File: src/rtl/tcs_pkg.sv
// Shared definitions for the tcs subtractor sequencer: default width and borrow rule.
package tcs_pkg;

  localparam int TCS_WIDTH = 2;
  localparam int TCS_MAX_W = 32;

  // A zero subtrahend makes the subtractor's carry meaningless, so it never borrows.
  function automatic logic calc_borrow(input logic [TCS_MAX_W-1:0] b, input logic carry);
    return (b != '0) & ~carry;
  endfunction

endpackage

File: src/rtl/tcs_seq_if.sv
// Operand stream, subtractor hookup and result stream of the tcs sequencer.
interface tcs_seq_if #(
  parameter int WIDTH = 2,
  parameter int CNT_W = 8
);

  logic             in_valid;
  logic             in_ready;
  logic [WIDTH-1:0] in_a;
  logic [WIDTH-1:0] in_b;
  logic [WIDTH-1:0] sub_a;
  logic [WIDTH-1:0] sub_b;
  logic [WIDTH-1:0] sub_sum;
  logic             sub_carry;
  logic             out_valid;
  logic             out_ready;
  logic [WIDTH-1:0] out_diff;
  logic             out_borrow;
  logic             out_zero;
  logic [CNT_W-1:0] borrow_cnt;

  modport slave (
    input  in_valid, in_a, in_b, sub_sum, sub_carry, out_ready,
    output in_ready, sub_a, sub_b, out_valid, out_diff, out_borrow, out_zero, borrow_cnt
  );

  modport master (
    output in_valid, in_a, in_b, sub_sum, sub_carry, out_ready,
    input  in_ready, sub_a, sub_b, out_valid, out_diff, out_borrow, out_zero, borrow_cnt
  );

endinterface

File: src/rtl/tcs_fifo.sv
// Synchronous operand FIFO with an explicit occupancy count so full/empty never alias.
module tcs_fifo #(
  parameter int WIDTH2 = 4,
  parameter int DEPTH  = 4
) (
  input  logic              clk,
  input  logic              rst,
  input  logic              clr,
  input  logic              push,
  input  logic              pop,
  input  logic [WIDTH2-1:0] din,
  output logic              full,
  output logic              empty,
  output logic [WIDTH2-1:0] head
);

  localparam int AW = (DEPTH > 1) ? $clog2(DEPTH) : 1;
  localparam int CW = $clog2(DEPTH + 1);

  logic [WIDTH2-1:0] mem [DEPTH];
  logic [AW-1:0]     wr_ptr;
  logic [AW-1:0]     rd_ptr;
  logic [CW-1:0]     count;
  logic              do_push;
  logic              do_pop;

  // clr wins over both ports; a push into a full FIFO is dropped even if a pop frees a slot.
  assign do_push = push & ~full & ~clr;
  assign do_pop  = pop & ~empty & ~clr;

  assign full  = (count == CW'(DEPTH));
  assign empty = (count == '0);
  assign head  = mem[rd_ptr];

  always_ff @(posedge clk or posedge rst) begin
    if (rst) begin
      wr_ptr <= '0;
      rd_ptr <= '0;
      count  <= '0;
    end else if (clr) begin
      wr_ptr <= '0;
      rd_ptr <= '0;
      count  <= '0;
    end else begin
      if (do_push) wr_ptr <= wr_ptr + AW'(1);
      if (do_pop)  rd_ptr <= rd_ptr + AW'(1);
      case ({do_push, do_pop})
        2'b10:   count <= count + CW'(1);
        2'b01:   count <= count - CW'(1);
        default: count <= count;
      endcase
    end
  end

  always_ff @(posedge clk) begin
    if (do_push) mem[wr_ptr] <= din;
  end

endmodule

File: src/rtl/tcs_seq.sv
// Sequencer feeding an external combinational subtractor: operand FIFO, head drive,
// registered difference/flags and a saturating borrow counter.
module tcs_seq
  import tcs_pkg::*;
#(
  parameter int WIDTH = TCS_WIDTH,
  parameter int DEPTH = 4,
  parameter int CNT_W = 8
) (
  input  logic     clk,
  input  logic     rst,
  input  logic     clr,
  tcs_seq_if.slave bus
);

  logic [2*WIDTH-1:0] fifo_head;
  logic [WIDTH-1:0]   head_a;
  logic [WIDTH-1:0]   head_b;
  logic               full;
  logic               empty;
  logic               push;
  logic               pop;
  logic               consume;

  logic             out_valid_q;
  logic [WIDTH-1:0] out_diff_q;
  logic             out_borrow_q;
  logic             out_zero_q;
  logic [CNT_W-1:0] borrow_cnt_q;

  assign push    = bus.in_valid & ~full;
  assign pop     = ~empty & (~out_valid_q | bus.out_ready);
  assign consume = out_valid_q & bus.out_ready;

  tcs_fifo #(
    .WIDTH2 (2 * WIDTH),
    .DEPTH  (DEPTH)
  ) u_fifo (
    .clk   (clk),
    .rst   (rst),
    .clr   (clr),
    .push  (push),
    .pop   (pop),
    .din   ({bus.in_a, bus.in_b}),
    .full  (full),
    .empty (empty),
    .head  (fifo_head)
  );

  assign head_a = fifo_head[2*WIDTH-1:WIDTH];
  assign head_b = fifo_head[WIDTH-1:0];

  always_comb begin
    bus.sub_a = '0;
    bus.sub_b = '0;
    if (!empty) begin
      bus.sub_a = head_a;
      bus.sub_b = head_b;
    end
  end

  assign bus.in_ready = ~full;

  always_ff @(posedge clk or posedge rst) begin
    if (rst) begin
      out_valid_q  <= 1'b0;
      out_diff_q   <= '0;
      out_borrow_q <= 1'b0;
      out_zero_q   <= 1'b0;
      borrow_cnt_q <= '0;
    end else if (clr) begin
      out_valid_q  <= 1'b0;
      borrow_cnt_q <= '0;
    end else begin
      // Counts the result leaving this cycle, before any reload replaces out_borrow_q.
      if (consume && out_borrow_q && (borrow_cnt_q != '1))
        borrow_cnt_q <= borrow_cnt_q + CNT_W'(1);
      if (pop) begin
        out_valid_q  <= 1'b1;
        out_diff_q   <= bus.sub_sum;
        out_borrow_q <= calc_borrow(TCS_MAX_W'(head_b), bus.sub_carry);
        out_zero_q   <= (bus.sub_sum == '0);
      end else if (consume) begin
        out_valid_q <= 1'b0;
      end
    end
  end

  assign bus.out_valid  = out_valid_q;
  assign bus.out_diff   = out_diff_q;
  assign bus.out_borrow = out_borrow_q;
  assign bus.out_zero   = out_zero_q;
  assign bus.borrow_cnt = borrow_cnt_q;

endmodule
File: src/flat_wrapper.sv
// flat-port wrapper written by rule: the top's interface ports become plain ports
module tcs_seq_flat import tcs_pkg::*;
#(
  parameter int WIDTH = TCS_WIDTH,
  parameter int DEPTH = 4,
  parameter int CNT_W = 8
)
  (clk, rst, clr, bus_in_valid, bus_in_a, bus_in_b, bus_sub_sum, bus_sub_carry, bus_out_ready, bus_in_ready, bus_sub_a, bus_sub_b, bus_out_valid, bus_out_diff, bus_out_borrow, bus_out_zero, bus_borrow_cnt);
  tcs_seq_if #(.WIDTH(WIDTH), .CNT_W(CNT_W)) bus_i ();
  input  logic clk;
  input  logic rst;
  input  logic clr;
  input wire logic [$bits(bus_i.in_valid)-1:0] bus_in_valid;
  input wire logic [$bits(bus_i.in_a)-1:0] bus_in_a;
  input wire logic [$bits(bus_i.in_b)-1:0] bus_in_b;
  input wire logic [$bits(bus_i.sub_sum)-1:0] bus_sub_sum;
  input wire logic [$bits(bus_i.sub_carry)-1:0] bus_sub_carry;
  input wire logic [$bits(bus_i.out_ready)-1:0] bus_out_ready;
  output wire logic [$bits(bus_i.in_ready)-1:0] bus_in_ready;
  output wire logic [$bits(bus_i.sub_a)-1:0] bus_sub_a;
  output wire logic [$bits(bus_i.sub_b)-1:0] bus_sub_b;
  output wire logic [$bits(bus_i.out_valid)-1:0] bus_out_valid;
  output wire logic [$bits(bus_i.out_diff)-1:0] bus_out_diff;
  output wire logic [$bits(bus_i.out_borrow)-1:0] bus_out_borrow;
  output wire logic [$bits(bus_i.out_zero)-1:0] bus_out_zero;
  output wire logic [$bits(bus_i.borrow_cnt)-1:0] bus_borrow_cnt;
  assign bus_i.in_valid = bus_in_valid;
  assign bus_i.in_a = bus_in_a;
  assign bus_i.in_b = bus_in_b;
  assign bus_i.sub_sum = bus_sub_sum;
  assign bus_i.sub_carry = bus_sub_carry;
  assign bus_i.out_ready = bus_out_ready;
  assign bus_in_ready = bus_i.in_ready;
  assign bus_sub_a = bus_i.sub_a;
  assign bus_sub_b = bus_i.sub_b;
  assign bus_out_valid = bus_i.out_valid;
  assign bus_out_diff = bus_i.out_diff;
  assign bus_out_borrow = bus_i.out_borrow;
  assign bus_out_zero = bus_i.out_zero;
  assign bus_borrow_cnt = bus_i.borrow_cnt;
  tcs_seq #(.WIDTH(WIDTH), .DEPTH(DEPTH), .CNT_W(CNT_W)) u_core (.clk(clk), .rst(rst), .clr(clr), .bus(bus_i));
endmodule
File: config.mk
export PLATFORM = sky130hd
export DESIGN_NAME = tcs_seq_flat
export DESIGN_NICKNAME = d
export VERILOG_FILES = /design/src/rtl/tcs_pkg.sv /design/src/rtl/tcs_seq_if.sv /design/src/rtl/tcs_fifo.sv /design/src/rtl/tcs_seq.sv /design/src/flat_wrapper.sv
export SDC_FILE = /design/constraint.sdc
export NUM_CORES = 1
export LEC_CHECK = 0
export CELL_PAD_IN_SITES_DETAIL_PLACEMENT = 1
export CELL_PAD_IN_SITES_GLOBAL_PLACEMENT = 1
export CORE_MARGIN = 2
export CORE_UTILIZATION = 41
export CTS_CLUSTER_SIZE = 14
export DETAILED_ROUTE_END_ITERATION = 12
export GPL_ROUTABILITY_DRIVEN = 0
export GPL_TIMING_DRIVEN = 0
export PLACE_DENSITY_LB_ADDON = 0.1
export SLEW_MARGIN = 15
export SYNTH_ARGS = -nofsm -noshare
export SYNTH_HDL_FRONTEND = slang
export SYNTH_SLANG_ARGS = --single-unit
File: constraint.sdc
create_clock -name clk -period 3.3 [get_ports clk]
set_clock_uncertainty 0.15 [all_clocks]
set_input_delay 0.66 -clock clk [delete_from_list [all_inputs] [get_ports clk]]
set_output_delay 0.66 -clock clk [all_outputs]
set_load 0.01 [all_outputs]
==> results of run 1 <==
[synth_stat cells (4+ instances only)]
| library cell | number |
|---|---|
| mux4_2 | 4 |
| nand2_1 | 9 |
| edfxtp_1 | 16 |
| nand3_1 | 6 |
| nor2b_1 | 7 |
| nor2_1 | 17 |
| a21oi_1 | 4 |
| and2_1 | 4 |
| dfrtp_1 | 20 |
| ha_1 | 5 |
| inv_1 | 6 |
[worst max-delay path: stages]
cell             delay [ns]
clkdlybuf4s50_1        0.46
nor2b_1                0.45
or3_1                  0.17
buf_2                  0.19
a21oi_1                0.08
fa_1                   0.50
nand2_1                0.09
a21oi_1                0.04
a31oi_1                0.17
a31oi_1                0.10
[metal layers]
metal  vias to the layer above  GRT usage (%)  part of all wire (%)
met1                       598           22.4                    46
met3                         2           5.96                   4.4
li1                        586              -                     -
met2                        23           29.0                    49
met5                         -              0                     0
met4                         0           5.23                  0.51
[how the worst max path moves through the flow]
| stage | startpoint | depth (start not counted) | to | slack [ns] |
|---|---|---|---|---|
| after floorplan | bus_out_ready | 7 | u_core.u_fifo.count[2] | 0.90 |
| after global placement | bus_out_ready | 8 | u_core.u_fifo.count[2] | 0.17 |
| after detailed placement | bus_out_ready | 8 | u_core.u_fifo.count[2] | 0.09 |
| after CTS | bus_out_ready | 10 | u_core.u_fifo.count[2] | 0.38 |
| after global routing | bus_out_ready | 9 | u_core.u_fifo.count[2] | 0.18 |
| final | bus_out_ready | 10 | u_core.u_fifo.count[2] | 0.37 |
[layout make-up]
| type | instances | area, um^2 |
|---|---|---|
| Sequential cell | 36 | 981 |
| Tap cell | 50 | 62.6 |
| Clock buffer | 6 | 72.6 |
| Timing Repair Buffer | 28 | 280 |
| Fill cell | 422 | 1880 |
| Inverter | 6 | 22.5 |
| Multi-Input combinational cell | 98 | 727 |
| Clock inverter | 2 | 7.51 |
| Buffer | 5 | 22.5 |
[power by group through the flow]
stage | sequential (W) | clock (W) | combinational, W
after floorplan | 0.000604 | 0 | 0.000303
after global placement | 0.000597 | 0 | 0.000495
after detailed placement | 0.000604 | 0 | 0.000517
after CTS | 0.000596 | 0.000303 | 0.000519
after global routing | 0.000607 | 0.000321 | 0.000564
final | 0.000595 | 0.000291 | 0.000508
[per-stage QoR]
step                      total power, W  cells  cell area (um^2)  worst slack (ns)  util, %
after detailed placement         0.00112    223              2100            0.0912     51.6
final                            0.00139    231              2180             0.367     53.6
after global placement           0.00109    223              2100             0.173     51.6
after floorplan                 0.000907    145              1750             0.900        -
after CTS                        0.00142    231              2180             0.381     53.6
after global routing             0.00149    231              2180             0.180     53.6
[flip-flops by register name, indices dropped and copies added (netlist names)]
name / flops
u_core.u_fifo.count: 3
u_core.u_fifo.mem: 16
u_core.bus.out_borrow: 1
u_core.bus.out_valid: 1
u_core.bus.out_diff: 2
u_core.u_fifo.wr_ptr: 2
u_core.bus.out_zero: 1
u_core.bus.borrow_cnt: 8
u_core.u_fifo.rd_ptr: 2
[logic make-up after synthesis]
kind of cell / Yosys count / share of synthesized area, %
AOI/OAI and AO/OA: 18 / 7.00
xor gates and xnor gates: 6 / 3.43
adders and majority gates: 6 / 4.71
buffers and inverters: 11 / 2.57
DFF: 36 / 56.0
muxes: 9 / 8.21
and+or+nand+nor: 59 / 18.1
[cell usage in the layout (no fill, tap or decap), drive strengths merged, types with 5 or more instances in the layout]
cell,Yosys,final
nand3,6,6
clkbuf,1,7
inv,6,6
nand2,10,10
edfxtp,16,16
dfrtp,20,20
clkdlybuf4s50,0,28
nor2,17,17
ha,5,5
nor2b,7,7
==> flow_summary_export.csv, run 1 <==
group,metric,value,unit
outcome,outcome,"finished, final reports clean",
clock_tree,cts-resized-gates,0,
placement,dpl.hpwl,2870,um
clock_tree,post_cts_buffers,0,
global_routing,antenna_found_initial,0,
clock_tree,clock_sinks,36,
logic_synthesis,synth-seq-cells,36,
worst_setup_path,rrSetupSlack,0.71,ns
timing,drv_slew,0,
logic_synthesis,synth.top_cells.by_area,"dfrtp_1 (29%), edfxtp_1 (27%), mux4_2 (5.1%), nor2_1 (3.6%), ha_1 (3.6%)",
worst_setup_path,cp-start-kind,"primary input",
power_and_ir_drop,p_leak,0.849,nW
final_layout,area_growth,24.1,%
global_routing,grt_pass1_vias,1342,
power_and_ir_drop,swShare,32.0,%
floorplanning,start_util,43.2,%
clock_tree,cts_max_level,2,
timing,setup-violations-final,0,
timing,maxSlewHeadroom,46.4,%
global_routing,grt_usage,17.7,%
timing,finalCriticalPeriod,2.93,ns
hold_path,hold_path_class,"flip-flop to flip-flop",
power_and_ir_drop,ir_worst_vdd,0.244,mV
placement,port_buffers,28,
timing,hold_slack,0.355,ns
clock_tree,cts_tree,"yes",
drt,drc,0,
logic_synthesis,yosysWarnings,0,
worst_setup_path,r2r_cells,9,
worst_setup_path,crit-reg2reg-launch,"u_core.u_fifo.count[0]",
logic_synthesis,async_flop_share,55.6,%
logic_synthesis,netlist_instances,145,
worst_setup_path,cp_max_fo,7,
global_routing,gr-total-overflow,0,
logic_synthesis,synth-edff-count,16,
clock_tree,ctsLongestPathBuffers,2,
drt,first_pass_iters,4,
power_and_ir_drop,clkPwrFrac,20.9,%
drt,vias,1209,
logic_synthesis,synth_top_cell_by_area,"dfrtp_1",
drt,vias_per_cell,5.23,
logic_synthesis,yosysSeqAreaShare,56.0,%
worst_setup_path,cp.arrival,2.93,ns
worst_setup_path,r2r-end,"u_core.u_fifo.count[2]",
drt,ant_nets,0,
worst_setup_path,critical_path_class,"primary input to flip-flop",
power_and_ir_drop,p_seq_share,42.7,%
logic_synthesis,synth_top_area_share,28.6,%
timing,worst_pin_slew,0.803,ns
logic_synthesis,netlist_area,1750,um^2
timing,rsz0062_at_grt,"no",
floorplanning,die_height,69.4,um
timing,period_share,88.9,%
timing,max_freq,341,MHz
run,maxCapViolations,0,
worst_setup_path,endpoint_kind,"flip-flop",
global_routing,grt_max_degree,21,
floorplanning,die_x,69.4,um
final_layout,n_antenna_cell,0,
floorplanning,coreArea,4060,um^2
drt,totalWireLength,3750,um
clock_tree,cts_made_buffers,5,
clock_tree,clk_latency,0.28,ns
floorplanning,die_area,4810,um^2
clock_tree,hold_buffers,0,
timing,fin_tns_setup,0,ns
power_and_ir_drop,combPwrFrac,36.4,%
hold_path,hold_end,"u_core.bus.out_diff[0]",
logic_synthesis,ys_types,44,
global_routing,grt_first_pass_wirelength,6640,um
clock_tree,cts.clk_slew.worst_paths,0.07,ns
hold_path,hold_depth,1,
logic_synthesis,ys.flop_type,"dfrtp_1",
power_and_ir_drop,intPower,0.000947,W
power_and_ir_drop,p_per_area,640,nW/um^2
hold_path,hp-start,"u_core.bus.out_diff[0]",
logic_synthesis,syn_area_per_cell,12.1,um^2
final_layout,num-nets-final,198,
floorplanning,fp-row-count,23,
drt,wl_per_cell,16.2,um
clock_tree,cts_root_buf,"clkbuf_8",
worst_setup_path,cp.required,3.30,ns
drt,drt_iter0_drc,29,
logic_synthesis,syn_nets,163,
power_and_ir_drop,switchingPower,0.000446,W
floorplanning,ios,30,
timing,hold_violations,0,
final_layout,drive_gt1_share,9.39,%
No activity file was read; power rests on OpenSTA's default activity.
==> run 2: changes to the inputs <==
--- a/config.mk
+++ b/config.mk
@@ -8,7 +8,7 @@
 export CELL_PAD_IN_SITES_DETAIL_PLACEMENT = 1
 export CELL_PAD_IN_SITES_GLOBAL_PLACEMENT = 1
 export CORE_MARGIN = 2
-export CORE_UTILIZATION = 41
+export CORE_UTILIZATION = 45
 export CTS_CLUSTER_SIZE = 14
 export DETAILED_ROUTE_END_ITERATION = 12
 export GPL_ROUTABILITY_DRIVEN = 0
==> constraint.sdc (replaced) <==
create_clock -name clk -period 3.8 [get_ports clk]
set_clock_uncertainty 0.15 [all_clocks]
set_input_delay 0.76 -clock clk [delete_from_list [all_inputs] [get_ports clk]]
set_output_delay 0.76 -clock clk [all_outputs]
set_load 0.01 [all_outputs]
==> run 2 against run 1 <==
Effect of this change: final cell count decreased by 0.87%; global-route usage rose by 3.3 points; utilization is 5.7 points higher; register-to-register slack improved by 0.45 ns; first-iteration DRC count rose by 90%; non-clock buffer count stayed put; largest power group unchanged.
==> flow_summary_export.csv, run 2 (synthesized netlist as in run 1, its figures left out) <==
group,metric,value,unit
outcome,outcome,"finished, final reports clean",
drt,drc,0,
worst_setup_path,cp.arrival,3.05,ns
final_layout,max_flop_register,"u_core.u_fifo.mem",
clock_tree,cts_max_level,2,
clock_tree,cts.clk_slew.worst_paths,0.07,ns
global_routing,grt_pass1_vias,1343,
worst_setup_path,critical_path.slowest_cell,"fa_1",
placement,dpl.hpwl,2880,um
drt,vias,1249,
worst_setup_path,crit-reg2reg-launch,"u_core.u_fifo.count[0]",
final_layout,fin_cells,229,
power_and_ir_drop,p_per_area,589,nW/um^2
run,maxCapViolations,0,
floorplanning,coreArea,3720,um^2
drt,totalWireLength,3950,um
clock_tree,cts_made_buffers,5,
floorplanning,fp-row-count,22,
drt,vias_per_cell,5.45,
global_routing,grt_first_pass_wirelength,6690,um
drt,wl_per_cell,17.2,um
floorplanning,start_util,47.2,%
worst_setup_path,endpoint_kind,"flip-flop",
timing,max_freq,327,MHz
drt,ant_nets,0,
final_layout,n_antenna_cell,0,
floorplanning,die_height,66.4,um
worst_setup_path,cp-start-kind,"primary input",
worst_setup_path,cp.required,3.80,ns
final_layout,layout_common_cells,"clkdlybuf4s50_1 (28), dfrtp_1 (20), nor2_1 (17)",
hold_path,hold_path_class,"flip-flop to flip-flop",
final_layout,num-nets-final,198,
clock_tree,clock_sinks,36,
global_routing,grt_usage,21.0,%
final_layout,finish.instance_area,2200,um^2
final_layout,largest_register_ffs,16,
final_layout,layout_commonest_cell,"clkdlybuf4s50_1",
final_layout,area_growth,25.8,%
clock_tree,post_cts_buffers,0,
timing,maxSlewHeadroom,47.5,%
final_layout,drive_gt1_share,11.0,%
global_routing,gr-total-overflow,0,
clock_tree,ctsLongestPathBuffers,2,
timing,finalCriticalPeriod,3.06,ns
clock_tree,cts-resized-gates,0,
placement,dp.cells,221,
worst_setup_path,startpoint,"bus_out_ready",
clock_tree,cts_tree,"yes",
worst_setup_path,critical_path_class,"primary input to flip-flop",
timing,hold_violations,0,
hold_path,hp-start,"u_core.bus.out_diff[0]",
drt,first_pass_iters,4,
clock_tree,clk_latency,0.29,ns
floorplanning,ios,30,
power_and_ir_drop,p_leak,0.863,nW
floorplanning,die_x,66.4,um
timing,setup-violations-final,0,
final_layout,ff_latch_area,981,um^2
timing,fin_tns_setup,0,ns
final_layout,n_fill_cell,384,
global_routing,grt_max_degree,21,
timing,worst_pin_slew,0.786,ns
timing,period_share,80.5,%
timing,hold_slack,0.348,ns
power_and_ir_drop,ir_worst_vdd,0.343,mV
timing,drv_slew,0,
worst_setup_path,cp_max_fo,7,
clock_tree,hold_buffers,0,
worst_setup_path,crit_chain,"clkdlybuf4s50_1 -> nor2b_1 -> or3_1 -> buf_2 -> a21oi_1 -> fa_1 -> nand2_1 -> a21oi_1 -> a31oi_1 -> a31oi_1",
global_routing,antenna_found_initial,0,
placement,placed_area,2090,um^2
floorplanning,die_area,4410,um^2
drt,drt_iter0_drc,55,
clock_tree,cts_root_buf,"clkbuf_8",
power_and_ir_drop,p_total,0.00130,W
placement,port_buffers,28,
timing,rsz0062_at_grt,"no",
worst_setup_path,cpPeakStageDelay,0.51,ns
final_layout,multi_input_area,727,um^2
-- run 2: changes by cell type in the layout (fill, tap and decap cells not counted) --
cell        previous run  this run
clkinv_2               0         1
clkbuf_1               2         1
bufinv_16              0         1
clkinv_1               2         0
clkinvlp_4             0         1
-- run 2: critical path, delay by kind of cell --
family,cells,cell delay [ns]
compound gates,4,0.40
fa+ha+maj,1,0.51
buf+inv,2,0.65
simple gates,3,0.71
-- run 2: power by group --
| group | internal (W) | switching [W] |
|---|---|---|
| clock network | 0.000194 | 0.000141 |
| registers | 0.000464 | 0.0000545 |
| logic | 0.000234 | 0.000211 |
-- run 2: path summary, 6_finish.rpt --
check	end	slack, ns	depth (start not counted)
max	u_core.u_fifo.count[2]	0.74	10
min	u_core.bus.out_diff[0]	0.35	1
max reg2reg	u_core.u_fifo.count[2]	1.16	9
min reg2reg	u_core.bus.out_diff[0]	0.35	1
max in group asynchronous	u_core.bus.borrow_cnt[4]	2.24	2
min in group asynchronous	u_core.bus.out_borrow	0.77	2
-- run 2: layout make-up --
type,count,area share [%]
multi-input cells,98,33.0
plain buffers,5,1.02
clock inverters,3,1.93
clock buffers,5,3.12
repair buffers,28,12.7
well taps,48,2.72
flip-flops and latches,36,44.5
inverters,6,1.02
-- run 2: routing by layer --
layer,up-vias,track usage (%),share of wire [%]
met5,-,0,0
met4,0,6.12,1.1
met3,4,5.45,4.1
met2,24,34.1,49
met1,634,27.6,46
li1,587,-,-
-- run 2: stage by stage --
step | worst slack [ns] | util, %
floorplan | 1.30 | -
global placement | 0.557 | 56.3
detailed placement | 0.466 | 56.3
CTS | 0.759 | 59.3
global route | 0.541 | 59.3
finish | 0.743 | 59.3
==> run 3: changes to the inputs <==
--- a/config.mk
+++ b/config.mk
@@ -8,7 +8,7 @@
 export CELL_PAD_IN_SITES_DETAIL_PLACEMENT = 1
 export CELL_PAD_IN_SITES_GLOBAL_PLACEMENT = 1
 export CORE_MARGIN = 2
-export CORE_UTILIZATION = 45
+export CORE_UTILIZATION = 41
 export CTS_CLUSTER_SIZE = 14
 export DETAILED_ROUTE_END_ITERATION = 12
 export GPL_ROUTABILITY_DRIVEN = 0
==> constraint.sdc (replaced) <==
create_clock -name clk -period 3.09 [get_ports clk]
set_clock_uncertainty 0.15 [all_clocks]
set_input_delay 0.618 -clock clk [delete_from_list [all_inputs] [get_ports clk]]
set_output_delay 0.618 -clock clk [all_outputs]
set_load 0.01 [all_outputs]
==> results of run 3 <==
The final DEF is identical to that of run 1. Status: finished, final reports clean.
Among the figures that moved: setup slack after placement 0.0912 ns -> -0.0768 ns; setup slack after layout 0.367 ns -> 0.199 ns; register-to-register setup slack 0.71 ns -> 0.50 ns; total power 0.00139 W -> 0.00149 W; worst IR drop on VDD 0.244 mV -> 0.261 mV
